===== src/rtl/mult_div_unit.sv =====
// Iterative 32-bit multiply/divide unit with HI/LO result registers.
// One operation takes 34 cycles from the start edge to the done pulse. The
// unit always spends the same number of cycles, whatever the operand values.
// Signed operations run on operand magnitudes. The sign is fixed up in the
// final cycle.
module mult_div_unit (
  input  logic        clk,
  input  logic        rst_n,
  input  logic        start,
  input  logic [1:0]  op,
  input  logic [31:0] rs_data,
  input  logic [31:0] rt_data,
  input  logic        hi_we,
  input  logic        lo_we,
  input  logic [31:0] wdata,
  output logic [31:0] hi,
  output logic [31:0] lo,
  output logic        busy,
  output logic        done
);

  localparam logic [1:0] S_IDLE = 2'd0;
  localparam logic [1:0] S_RUN  = 2'd1;
  localparam logic [1:0] S_FIX  = 2'd2;

  localparam logic [1:0] OP_MULT  = 2'b00;
  localparam logic [1:0] OP_MULTU = 2'b01;
  localparam logic [1:0] OP_DIV   = 2'b10;
  localparam logic [1:0] OP_DIVU  = 2'b11;

  localparam logic [5:0] LAST_ITER = 6'd32;

  logic [1:0]  state;
  logic [5:0]  count;
  logic [1:0]  op_q;
  logic [31:0] m_q;
  logic [31:0] acc_q;
  logic [31:0] low_q;
  logic [31:0] rs_q;
  logic        neg_q;
  logic        rem_neg_q;

  logic        in_signed;
  logic        a_neg;
  logic        b_neg;
  logic [31:0] a_mag;
  logic [31:0] b_mag;

  logic [32:0] mul_sum;
  logic [32:0] div_shift;
  logic [31:0] div_diff;
  logic        div_ge;
  logic [31:0] acc_next;
  logic [31:0] low_next;

  logic [63:0] prod_mag;
  logic [63:0] prod_fix;
  logic [31:0] quo_fix;
  logic [31:0] rem_fix;
  logic        div_zero;
  logic [31:0] hi_res;
  logic [31:0] lo_res;

  logic        accept;
  logic        iterate;

  assign accept  = (state == S_IDLE) && start;
  assign iterate = (state == S_RUN) && (count != LAST_ITER);

  // Operand sign detection and magnitude extraction at the start edge.
  // The magnitude of 0x80000000 is 0x80000000 as an unsigned value.
  always_comb begin
    in_signed = ~op[0];
    a_neg     = in_signed & rs_data[31];
    b_neg     = in_signed & rt_data[31];
    a_mag     = a_neg ? (~rs_data + 32'd1) : rs_data;
    b_mag     = b_neg ? (~rt_data + 32'd1) : rt_data;
  end

  // One iteration step.
  // Multiply: shift-add. {acc_q, low_q} holds the partial product and the
  // remaining multiplier bits.
  // Divide: restoring division. acc_q is the partial remainder, and low_q
  // shifts the dividend out while the quotient bits shift in.
  always_comb begin
    mul_sum   = {1'b0, acc_q} + (low_q[0] ? {1'b0, m_q} : 33'd0);
    div_shift = {acc_q, low_q[31]};
    div_ge    = (div_shift >= {1'b0, m_q});
    div_diff  = div_shift[31:0] - m_q;
    acc_next  = acc_q;
    low_next  = low_q;
    if (op_q[1]) begin
      if (div_ge) begin
        acc_next = div_diff;
        low_next = {low_q[30:0], 1'b1};
      end else begin
        acc_next = div_shift[31:0];
        low_next = {low_q[30:0], 1'b0};
      end
    end else begin
      acc_next = mul_sum[32:1];
      low_next = {mul_sum[0], low_q[31:1]};
    end
  end

  // Sign correction and result selection, used only in the FIX state.
  // Division by zero bypasses the datapath so that LO becomes all ones and
  // HI returns the latched dividend unchanged.
  always_comb begin
    prod_mag = {acc_q, low_q};
    prod_fix = ((op_q == OP_MULT) && neg_q) ? (~prod_mag + 64'd1) : prod_mag;
    quo_fix  = ((op_q == OP_DIV) && neg_q) ? (~low_q + 32'd1) : low_q;
    rem_fix  = ((op_q == OP_DIV) && rem_neg_q) ? (~acc_q + 32'd1) : acc_q;
    div_zero = (m_q == 32'd0);
    hi_res   = prod_fix[63:32];
    lo_res   = prod_fix[31:0];
    if ((op_q == OP_DIV) || (op_q == OP_DIVU)) begin
      if (div_zero) begin
        hi_res = rs_q;
        lo_res = 32'hFFFF_FFFF;
      end else begin
        hi_res = rem_fix;
        lo_res = quo_fix;
      end
    end
  end

  // Control FSM: it sequences IDLE -> RUN -> FIX and owns busy, done, the
  // iteration counter and the architectural HI/LO registers.
  // In IDLE, a start takes priority over any MTHI/MTLO write.
  always_ff @(posedge clk or negedge rst_n) begin
    if (!rst_n) begin
      state <= S_IDLE;
      count <= 6'd0;
      busy  <= 1'b0;
      done  <= 1'b0;
      hi    <= 32'd0;
      lo    <= 32'd0;
    end else begin
      done <= 1'b0;
      case (state)
        S_IDLE: begin
          if (start) begin
            state <= S_RUN;
            count <= 6'd0;
            busy  <= 1'b1;
          end else begin
            if (hi_we) hi <= wdata;
            if (lo_we) lo <= wdata;
          end
        end
        S_RUN: begin
          if (count == LAST_ITER) begin
            state <= S_FIX;
          end else begin
            count <= count + 6'd1;
          end
        end
        S_FIX: begin
          hi    <= hi_res;
          lo    <= lo_res;
          done  <= 1'b1;
          busy  <= 1'b0;
          state <= S_IDLE;
        end
        default: begin
          state <= S_IDLE;
          busy  <= 1'b0;
        end
      endcase
    end
  end

  // Datapath registers: operand capture on an accepted start, then one
  // iteration on each RUN cycle until the counter reaches its final value.
  always_ff @(posedge clk or negedge rst_n) begin
    if (!rst_n) begin
      op_q      <= OP_MULTU;
      m_q       <= 32'd0;
      acc_q     <= 32'd0;
      low_q     <= 32'd0;
      rs_q      <= 32'd0;
      neg_q     <= 1'b0;
      rem_neg_q <= 1'b0;
    end else if (accept) begin
      op_q      <= op;
      rs_q      <= rs_data;
      neg_q     <= a_neg ^ b_neg;
      rem_neg_q <= a_neg;
      acc_q     <= 32'd0;
      if (op[1]) begin
        m_q   <= b_mag;
        low_q <= a_mag;
      end else begin
        m_q   <= a_mag;
        low_q <= b_mag;
      end
    end else if (iterate) begin
      acc_q <= acc_next;
      low_q <= low_next;
    end
  end

endmodule


===== config.mk =====
export PLATFORM = sky130hd
export DESIGN_NAME = mult_div_unit
export DESIGN_NICKNAME = d
export VERILOG_FILES = /design/src/rtl/mult_div_unit.sv
export SDC_FILE = /design/constraint.sdc
export NUM_CORES = 1
export LEC_CHECK = 0
export BUFFER_PORTS_ARGS = -buffer_cell sky130_fd_sc_hd__clkbuf_2
export CORE_MARGIN = 2
export CORE_UTILIZATION = 50
export CTS_CLUSTER_SIZE = 40
export DETAILED_ROUTE_END_ITERATION = 7
export GPL_ROUTABILITY_DRIVEN = 0
export PLACE_DENSITY_LB_ADDON = 0.2
export SLEW_MARGIN = 20
export SYNTH_ARGS = -nofsm -noshare
export SYNTH_HDL_FRONTEND = slang
export SYNTH_SLANG_ARGS = --single-unit

===== constraint.sdc =====
create_clock -name clk -period 4.7 [get_ports clk]
set_clock_uncertainty 0.1 [all_clocks]
set_input_delay 0.47 -clock clk [delete_from_list [all_inputs] [get_ports clk]]
set_output_delay 0.47 -clock clk [all_outputs]
set_load 0.01 [all_outputs]

# Word-level counts from Yosys, hierarchy flattened
# Index checks and enable logic that the tools add are counted.
# totals
register_bits,206
latch_bits,0
mem_bits_rw,0
rom_bits,0
in_bits,103
output_inout_bits,66
word_cells,96
memories,0
# op_classes
addsub,8
mul,0
n_div,0
magnitude_cmp,1
n_eq_ne,12
shift,0
mux,35
n_bitwise,10
reduce_logical,17
# op_table
cell,n
2-to-1 mux 32 bit,22
adder 32 x 1 -> 32 bit (second input constant),4
inverter 32 bit,4
one-hot mux 32 bit (2 select lines),2
adder 64 x 1 -> 64 bit (second input constant),1
2-to-1 mux 64 bit,1
inverter 64 bit,1
adder 32 x 32 -> 33 bit,1
greater-or-equal comparator 33 x 32 -> 1 bit,1
zero test 32 bit,1
subtractor 32 bit,1
2-to-1 mux 6 bit,2
one-hot mux 6 bit (2 select lines),1
!= test 2 bit (second input constant),5
AND reduction 3 bit,3
adder 6 x 1 -> 6 bit (second input constant),1
equality test 2 bit (second input constant),3
equality test 6 bit (second input constant),1
!= test 6 bit (second input constant),1
nonzero test 2 bit,3
logical AND 1 bit,5
zero test 2 bit,2
2-to-1 mux 2 bit,2
one-hot mux 2 bit (2 select lines),1
9 further kinds,14

# Longest topological paths before layout
# Gate-level depths: netlist (run 1).
# logic_depth
ltp_word,6
depth_mapped,14
ltp_nobuf,13

# Worst setup path after synthesis (run 1)
# OpenSTA, ideal clock, no wires.
# synth_timing
path_kind,register -> register
startpoint,register m_q[8]
endpoint,register acc_q[13]
setup_ns,0.126
arrival_time_ns,3.104
required_time_ns,4.474
slack_ns,1.369
stages_incl_launch_ff,14
n_path_buf,2
cell_sequence,dfrtp_1 > inv_1 > ha_1 > clkbuf_1 > nand3_1 > or4b_1 > a21o_1 > a211oi_1 > o2111ai_1 > a41oi_1 > buf_4 > mux2i_1 > nor2_1 > a221o_1
# synth_between
elab_chain_cells,5
word_cells_on_any_way,8
cone_classes,2 x add/sub; 1 x order compare; 5 x mux
# synth_rtl
element,line,source
"start, declared",36,logic [31:0] m_q;
"start signal, assigned",192,m_q <= b_mag;
"start signal, assigned",195,m_q <= a_mag;
"2-to-1 mux 32 bit, or another cell as far along",86,"mul_sum = {1'b0, acc_q} + (low_q[0] ? {1'b0, m_q} : 33'd0);"
adder 32 x 32 -> 33 bit or 2-to-1 mux 32 bit (tied branches),"86, 93",
2-to-1 mux 32 bit (*),92,if (op_q[1]) begin
2-to-1 mux 32 bit (*),198,end else if (iterate) begin
2-to-1 mux 32 bit (*),185,end else if (accept) begin
"end signal, assigned",199,acc_q <= acc_next;
"end, declared",37,logic [31:0] acc_q;
# Mark *: on every way between the ends. The rest lies on a longest branch, timed or not. The select of a mux whose other input is x is not followed.
# A chain may end at the register's enable or synchronous reset.

# Worst setup path in the final report (run 1)
# layout_timing
startpoint,register low_q[0]
endpoint,register acc_q[31]
# layout_between
elab_chain_cells,5
# layout_rtl
element,line,source
"start, declared",38,logic [31:0] low_q;
"start signal, assigned",193,low_q <= a_mag;
"start signal, assigned",196,low_q <= b_mag;
"start signal, assigned",200,low_q <= low_next;
2-to-1 mux 32 bit,86,
adder 32 x 32 -> 33 bit,86,
2-to-1 mux 32 bit,92,
2-to-1 mux 32 bit,198,
2-to-1 mux 32 bit,185,
# No other way between the ends. The select of a mux whose other input is x is not followed.

==> results by group, run 1 <==
Global routing
  • Largest net degree at the start of global routing: between 100 and 150
  • First-pass GRT wire length: approximately 97 mm
  • Residual overflow from global routing: 0
  • Initial antenna violation count: 4
  • Vias in the first global route: approximately 17000
  • Total GRT Usage: about a third

Drt
  • Wirelength per Cell: approximately 23 um
  • DR pass1 iterations: 6
  • Via count: 17800
  • Overall routed net length: roughly 64 mm
  • Starting DRT DRC Count: roughly 2100
  • Drt drc: 0
  • Post-route ant nets: 0
  • Vias per std cell: 6.37

Layout
  • ANT cells: 0
  • Finished Layout Cells: around 2800
  • Layout cells sized above 1: a little under an eighth
  • Layout area overhead: 10.5%
  • # fillers: about 3300
  • Final Net Count: 2500

Yosys
  • Avg Cell Area, Syn: 7.70 um2
  • Post-synth EDFFs: 0
  • Synth Flop Type: dfrtp_1
  • Yosys warnings: 0
  • #FFs+latches synth: 206
  • Syn Inst Count: ~2200
  • Sequential-to-total area share from yosys stat: ~30%
  • Synthesized area: about 17000 um2
  • Post-Syn Nets: ~2400
  • Async S/R FF share, synth: between 90% and 100%
  • Library cells used by synthesis: ~90

Place
  • Hpwl dp: just under 50 mm
  • Placed cell count: between 2000 and 3000
  • Port buffer count: approximately 170

Timing
  • Fmax: 0.243 GHz
  • Slew Limit Headroom: roughly 27%
  • Setup TNS: 0 ps
  • Fin. max-slew vios: 0
  • Final Hold Viols: 0
  • Worst Max-Slew Pin Slew: 1090 ps
  • Tmin final: 4120 ps
  • Tcrit/Tclk final: between 80% and 90%
  • # setup viols final: 0
  • RSZ-0062 raised after global routing: no

Worst setup path
  • Critical path class: reg2reg
  • FF-to-FF path depth: 12
  • Crit Path Max Fanout: 21
  • Worst setup EP type: register
  • Worst EP required: roughly 5000 ps
  • Worst EP arrival: around 4500 ps
  • Worst Setup Start Kind: register

CTS
  • Root Buffer: clkbuf_16
  • H-tree depth: 1
  • Clk slew on worst S/H paths: 70 ps
  • CTS sink count: 206
  • Clk buf depth: 3
  • Post-CTS Setup Bufs: 0
  • PostCTS Resize Cnt: 0
  • Clk_lat worst skew: ~560 ps
  • CTS tree: built
  • Post-CTS Hold Buffers: 1
  • Inserted Clock Buffers: 25

Floorplanning
  • Top-level I/O count: 169
  • Core area: between 30000 and 40000 um2
  • Initial Util: roughly half
  • Row Count: 68
  • Die X: approximately 190 um
  • Die area: 36100 um2
  • Die Y-Extent: 190 um

Hold path
  • WHS Path Cells: 3
  • Worst hold-check path type: in2reg

Pwr
  • Pwr per Cell Area: ~820 nW/um2
  • Leak Pwr: approximately 8.7 nW
  • VDD IR max: about 370 uV

Run
  • Max-cap violations: 0

Outcome
  • Status: completed
[worst paths after layout]
kind / startpoint / endpoint / slack (ps)
worst max-delay path: low_q[0] / acc_q[31] / 580
worst min-delay path: wdata[26] / hi[26] / 60
worst max register to register: low_q[0] / acc_q[31] / 580
worst min register to register: lo[26] / lo[26] / 380
max in group asynchronous: rst_n / low_q[15] / 2950
min in group asynchronous: rst_n / acc_q[24] / 510
[kinds of logic (layout without fill, tap and decap cells)]
logic type	Yosys count	count (layout)	share of synthesized area [%]
AND/OR/NAND/NOR	773	773	20.7
multiplexers	60	60	3.48
adder cells (fa/ha/maj)	72	72	5.29
AO/OA/AOI/OAI	725	725	25.7
buffers and inverters	226	321	5.65
XOR/XNOR	187	187	9.46
flip-flops	206	206	29.8
[layout make-up]
class | instances | area (um2) | area share (%)
Clock buffer | 36 | 707 | 3.69
Clock inverter | 10 | 98.8 | 0.516
Inverter | 74 | 278 | 1.45
Multi-Input combinational cell | 1817 | 11200 | 58.6
Sequential cell | 206 | 5160 | 26.9
Tap cell | 455 | 569 | 2.97
Timing Repair Buffer | 201 | 1120 | 5.83
[per-layer routing]
layer | GRT usage [%] | routed length [um] | vias to the layer above
met3 | 7.69 | 6500 | 197
met1 | 47.9 | 26500 | 8423
met2 | 52.9 | 28100 | 970
met4 | 14.2 | 2950 | 8
met5 | 0 | 45 | -
li1 | - | - | 8226
[registers in the layout (all words and copies together), names as in the netlist, 2 cells and up]
register,cells
hi,32
op_q,2
lo,32
state,2
count,6
acc_q,32
rs_q,32
m_q,32
low_q,32
[power by group]
group | switching (mW) | internal (mW) | leakage [nW] | total [mW]
clock network | 0.829 | 1.11 | 0.393 | 1.94
registers | 1.26 | 2.67 | 2.52 | 3.93
logic | 5.94 | 3.89 | 5.74 | 9.82
[per-stage QoR]
| step | power, mW | hold slack, ps | cell area [um2] | worst slack [ps] | util, % |
|---|---|---|---|---|---|
| 6_report | 15.7 | 64.9 | 19100 | 579 | 55.8 |
| 3_3_place_gp | 13.2 | 363 | 18300 | 896 | 53.5 |
| 5_1_grt | 16.7 | 69.8 | 19100 | 341 | 55.8 |
| 2_1_floorplan | 10.4 | 74.4 | 17300 | 1370 | - |
| 4_1_cts | 15.4 | 50.5 | 19100 | 814 | 55.8 |
| 3_5_place_dp | 13.4 | 366 | 18300 | 850 | 53.5 |
[worst max-delay path: stages, from the launching register on]
cell,delay (ps)
dfrtp_1,380
inv_1,570
buf_4,320
nor2_1,70
ha_1,330
o2111ai_1,160
and3b_1,270
o2111ai_1,370
nand3_1,170
o31ai_1,530
a31oi_1,240
o21a_1,220
nor4_1,270
[cells in the mapped netlist (all sizes together), types with 7 or more instances]
| library cell | instances | area (um2) |
|---|---|---|
| o221ai | 15 | 131 |
| o211ai | 38 | 285 |
| or3 | 23 | 150 |
| mux2i | 59 | 591 |
| or2 | 14 | 87.6 |
| o41ai | 12 | 120 |
| nor2b | 13 | 81.3 |
| and3 | 18 | 113 |
| inv | 73 | 274 |
| o22ai | 46 | 288 |
| nor2 | 208 | 791 |
| nand2b | 17 | 106 |
| dfrtp | 205 | 5130 |
| o21ai | 233 | 1170 |
| a31oi | 26 | 163 |
| o21a | 7 | 52.6 |
| a22oi | 16 | 120 |
| xor2 | 74 | 648 |
| a21o | 44 | 330 |
| xnor2 | 113 | 990 |
| o31ai | 25 | 188 |
| buf | 22 | 131 |
| nand2 | 310 | 1170 |
| nand4 | 14 | 87.6 |
| a211oi | 15 | 113 |
| nor3 | 47 | 235 |
| and2 | 10 | 66.3 |
| ha | 70 | 876 |
| a221oi | 12 | 105 |
| nand3 | 29 | 145 |
| nor4 | 27 | 184 |
| a21oi | 184 | 921 |
| or4 | 12 | 101 |
| nor3b | 8 | 60.1 |
| clkbuf | 129 | 559 |
[placed cells by master, fill, tap and decap left out, types with 16 or more instances in the layout]
cell | synthesis | final
or3_1 | 21 | 20
xor2_1 | 74 | 74
nand2b_1 | 17 | 17
nand3_1 | 29 | 29
buf_4 | 1 | 32
o31ai_1 | 25 | 25
nand2_1 | 309 | 309
dfrtp_1 | 205 | 204
clkbuf_16 | 0 | 25
a31oi_1 | 26 | 26
o21ai_0 | 231 | 231
clkbuf_2 | 1 | 166
a21o_1 | 44 | 44
a21oi_1 | 184 | 184
o22ai_1 | 46 | 46
nor4_1 | 26 | 26
inv_1 | 73 | 73
nor3_1 | 47 | 46
xnor2_1 | 113 | 113
o211ai_1 | 38 | 38
mux2i_1 | 59 | 59
a22oi_1 | 16 | 16
nor2_1 | 206 | 205
and3_1 | 18 | 18
ha_1 | 70 | 70
(Power assumes the default switching activity.)
==> inputs of run 2 (changes only) <==
CORE_ASPECT_RATIO = 1.4   (was unset)
==> run 2 against run 1 <==
Compared with the run above: setup slack improved by 190 ps; final cell count fell by 0.11%; clock power rose by 3%; first-iteration DRC count fell by 11%; fmax rose by 4.7%; largest power group unchanged; combinational power barely moved; die area barely moved; register-to-register slack improved by 190 ps; via count barely moved; utilization rose by 0.51 points; total power barely moved.
==> results by group, run 2 (synthesized netlist as in run 1, its figures left out) <==
Global routing
  • Largest net degree at the start of global routing: 129 (+4.0%)
  • Initial antenna violation count: 0 (-4)
  • Residual overflow from global routing: 0 (unchanged)
  • First-pass GRT wire length: 96.1 mm (-1.3%)
  • Total GRT Usage: 34.1% (-0.67 points)
  • Vias in the first global route: 16500 (-1.1%)

Layout
  • # fillers: 3237 (-0.55%)
  • Most common cell after layout, fill and taps aside: nand2_1
  • Reg area: 5160 um2 (unchanged)
  • Layout area overhead: 11.1%
  • Layout cells sized above 1: 12.2% (+0.29 points)
  • Commonest cells after routing, fill and taps aside: 309 x nand2_1, 231 x o21ai_0, 205 x nor2_1, 204 x dfrtp_1, 184 x a21oi_1
  • ANT cells: 0 (unchanged)
  • Multi-input logic area: 11200 um2 (about the same)
  • Final Net Count: 2503 (+0.12%)
  • Final Util: 56.3% (+0.51 points)

Drt
  • DR pass1 iterations: 6 (unchanged)
  • Starting DRT DRC Count: 1855 (-11%)
  • Wirelength per Cell: 22.5 um (-1.6%)
  • Vias per std cell: 6.38 (+0.18%)
  • Overall routed net length: 63.0 mm (-1.7%)
  • Met3 WL: 5.22 mm (-20%)
  • Wl on met1: 25.0 mm (-5.7%)
  • Metal2 WL: 28.6 mm (+1.8%)
  • Drt drc: 0 (unchanged)
  • Uppermost layer routed: met4
  • Post-route ant nets: 0 (unchanged)
  • Via count: 17800 (+0.073%)

Pwr
  • Power Internal: 7.77 mW (+1.3%)
  • Switching Fraction: 50.4% (-0.68 points)
  • Leak Pwr: 8.71 nW (+0.67%)
  • Combinational power share: 62.5% (about the same)
  • Sequential power share: 24.8% (-0.2 points)
  • Net Sw Power: 7.90 mW (-1.4%)
  • Pwr per Cell Area: 815 nW/um2 (-0.55%)
  • VDD IR max: 565 uV (+51%)
  • Clock power share: 12.7% (+0.4 points)

CTS
  • H-tree depth: 1 (unchanged)
  • Root Buffer: clkbuf_16
  • Clk slew on worst S/H paths: 80 ps (about the same)
  • Clk buf depth: 3 (unchanged)
  • PostCTS Resize Cnt: 0 (unchanged)
  • CTS sink count: 206 (unchanged)
  • Inserted Clock Buffers: 23 (-8.0%)
  • Clk_lat worst skew: 550 ps (about the same)
  • CTS tree: built

Floorplanning
  • Row Count: 80 (+18%)
  • Initial Util: 50.7% (+0.23 points)
  • Top-level I/O count: 169 (unchanged)
  • Die Y-Extent: 224 um (+18%)
  • Core area: 34100 um2 (-0.45%)
  • Die X: 161 um (-15%)
  • Die area: 36200 um2 (about the same)

Worst setup path
  • Worst EP arrival: 4270 ps (-210 ps)
  • Critical path class: reg2reg
  • Worst Setup Start Kind: register
  • Crit Path Max Fanout: 19 (-9.5%)
  • Worst EP required: 5040 ps (-20 ps)
  • Worst setup EP type: register

Timing
  • Setup TNS: 0 ps (unchanged)
  • Fin. max-slew vios: 0 (unchanged)
  • # setup viols final: 0 (unchanged)
  • Final Hold Viols: 0 (unchanged)
  • Slew Limit Headroom: 27.0% (-0.28 points)
  • Tcrit/Tclk final: 83.7% (-3.9 points)
  • RSZ-0062 raised after global routing: no
  • Fmax: 0.254 GHz (+4.7%)
  • Tmin final: 3940 ps (-185 ps)
  • Worst Max-Slew Pin Slew: 1100 ps (+4.27 ps)
  • Final WS setup: 764 ps (+185 ps)

Place
  • Place WS: 751 ps (-98.2 ps)
  • Port buffer count: 168 (unchanged)
  • Hpwl dp: 48.2 mm (about the same)

Run
  • Max-cap violations: 0 (unchanged)

Outcome
  • Status: completed

Hold path
  • Worst hold-check path type: in2reg
[run 2: cell count changes in the layout (fill, tap and decap cells not counted)]
cell / previous run / this run
or3_4: 2 / 1
nor2_4: 1 / 2
clkbuf_16: 25 / 23
clkbuf_8: 4 / 7
bufinv_16: 1 / 3
clkbuf_1: 7 / 1
clkinv_4: 1 / 2
clkinvlp_4: 2 / 0
buf_12: 1 / 2
buf_16: 0 / 1
or3_2: 1 / 2
nor2_2: 2 / 1
buf_4: 32 / 35
[run 2: worst max-delay path: stages, from the launching register on]
cell       delay [ps]
dfrtp_1           440
inv_1             590
buf_4             350
nor2_1             80
ha_1              430
nand2_1            90
nor2_1            140
a2111oi_0          90
a41oi_1           330
nand3_1           180
o31ai_1           330
a31oi_1           190
xnor2_1           170
a311oi_1          290
[run 2: metrics by stage]
stage | instances | area (um2) | hold WS [ps] | total power [mW]
after global placement | 2752 | 18400 | 363 | 13.2
final | 2796 | 19200 | 74.6 | 15.7
after CTS | 2794 | 19200 | 56.9 | 15.4
after detailed placement | 2752 | 18400 | 370 | 13.4
after floorplan | 2249 | 17300 | 74.4 | 10.4
after global routing | 2796 | 19200 | 73.7 | 16.7
[run 2: power groups by stage]
stage | sequential (mW) | clock, mW | combinational, mW
2_1_floorplan | 3.41 | 0 | 7.04
3_3_place_gp | 3.83 | 0 | 9.38
3_5_place_dp | 3.86 | 0 | 9.54
4_1_cts | 3.83 | 2.00 | 9.58
5_1_grt | 3.96 | 2.07 | 10.6
6_report | 3.89 | 1.99 | 9.80
[run 2: layout make-up]
class	instances	share of cell area, %
Clock inverter	11	0.794
Timing Repair Buffer	206	6.17
Sequential cell	206	26.8
Multi-Input combinational cell	1817	58.3
Tap cell	451	2.93
Inverter	74	1.44
Clock buffer	31	3.51
[run 2: metal layers]
metal,up-vias,track usage (%)
met5,-,0
met2,942,55.0
met3,195,4.11
met1,8465,44.3
li1,8235,-
met4,0,19.5
[run 2: what timing repair did]
action / in CTS / in global routing
hold endpoints to repair: 0 / 40
buffers inserted: 0 / 0
hold buffers: 0 / 1
[run 2: final timing paths]
| kind | startpoint | end | slack [ps] | depth (start not counted) |
|---|---|---|---|---|
| max | low_q[0] | acc_q[29] | 760 | 13 |
| min | wdata[30] | hi[30] | 70 | 2 |
| max reg2reg | low_q[0] | acc_q[29] | 760 | 13 |
| min reg2reg | lo[5] | lo[5] | 380 | 2 |
| max in group asynchronous | rst_n | op_q[1] | 3370 | 3 |
| min in group asynchronous | rst_n | lo[16] | 310 | 2 |
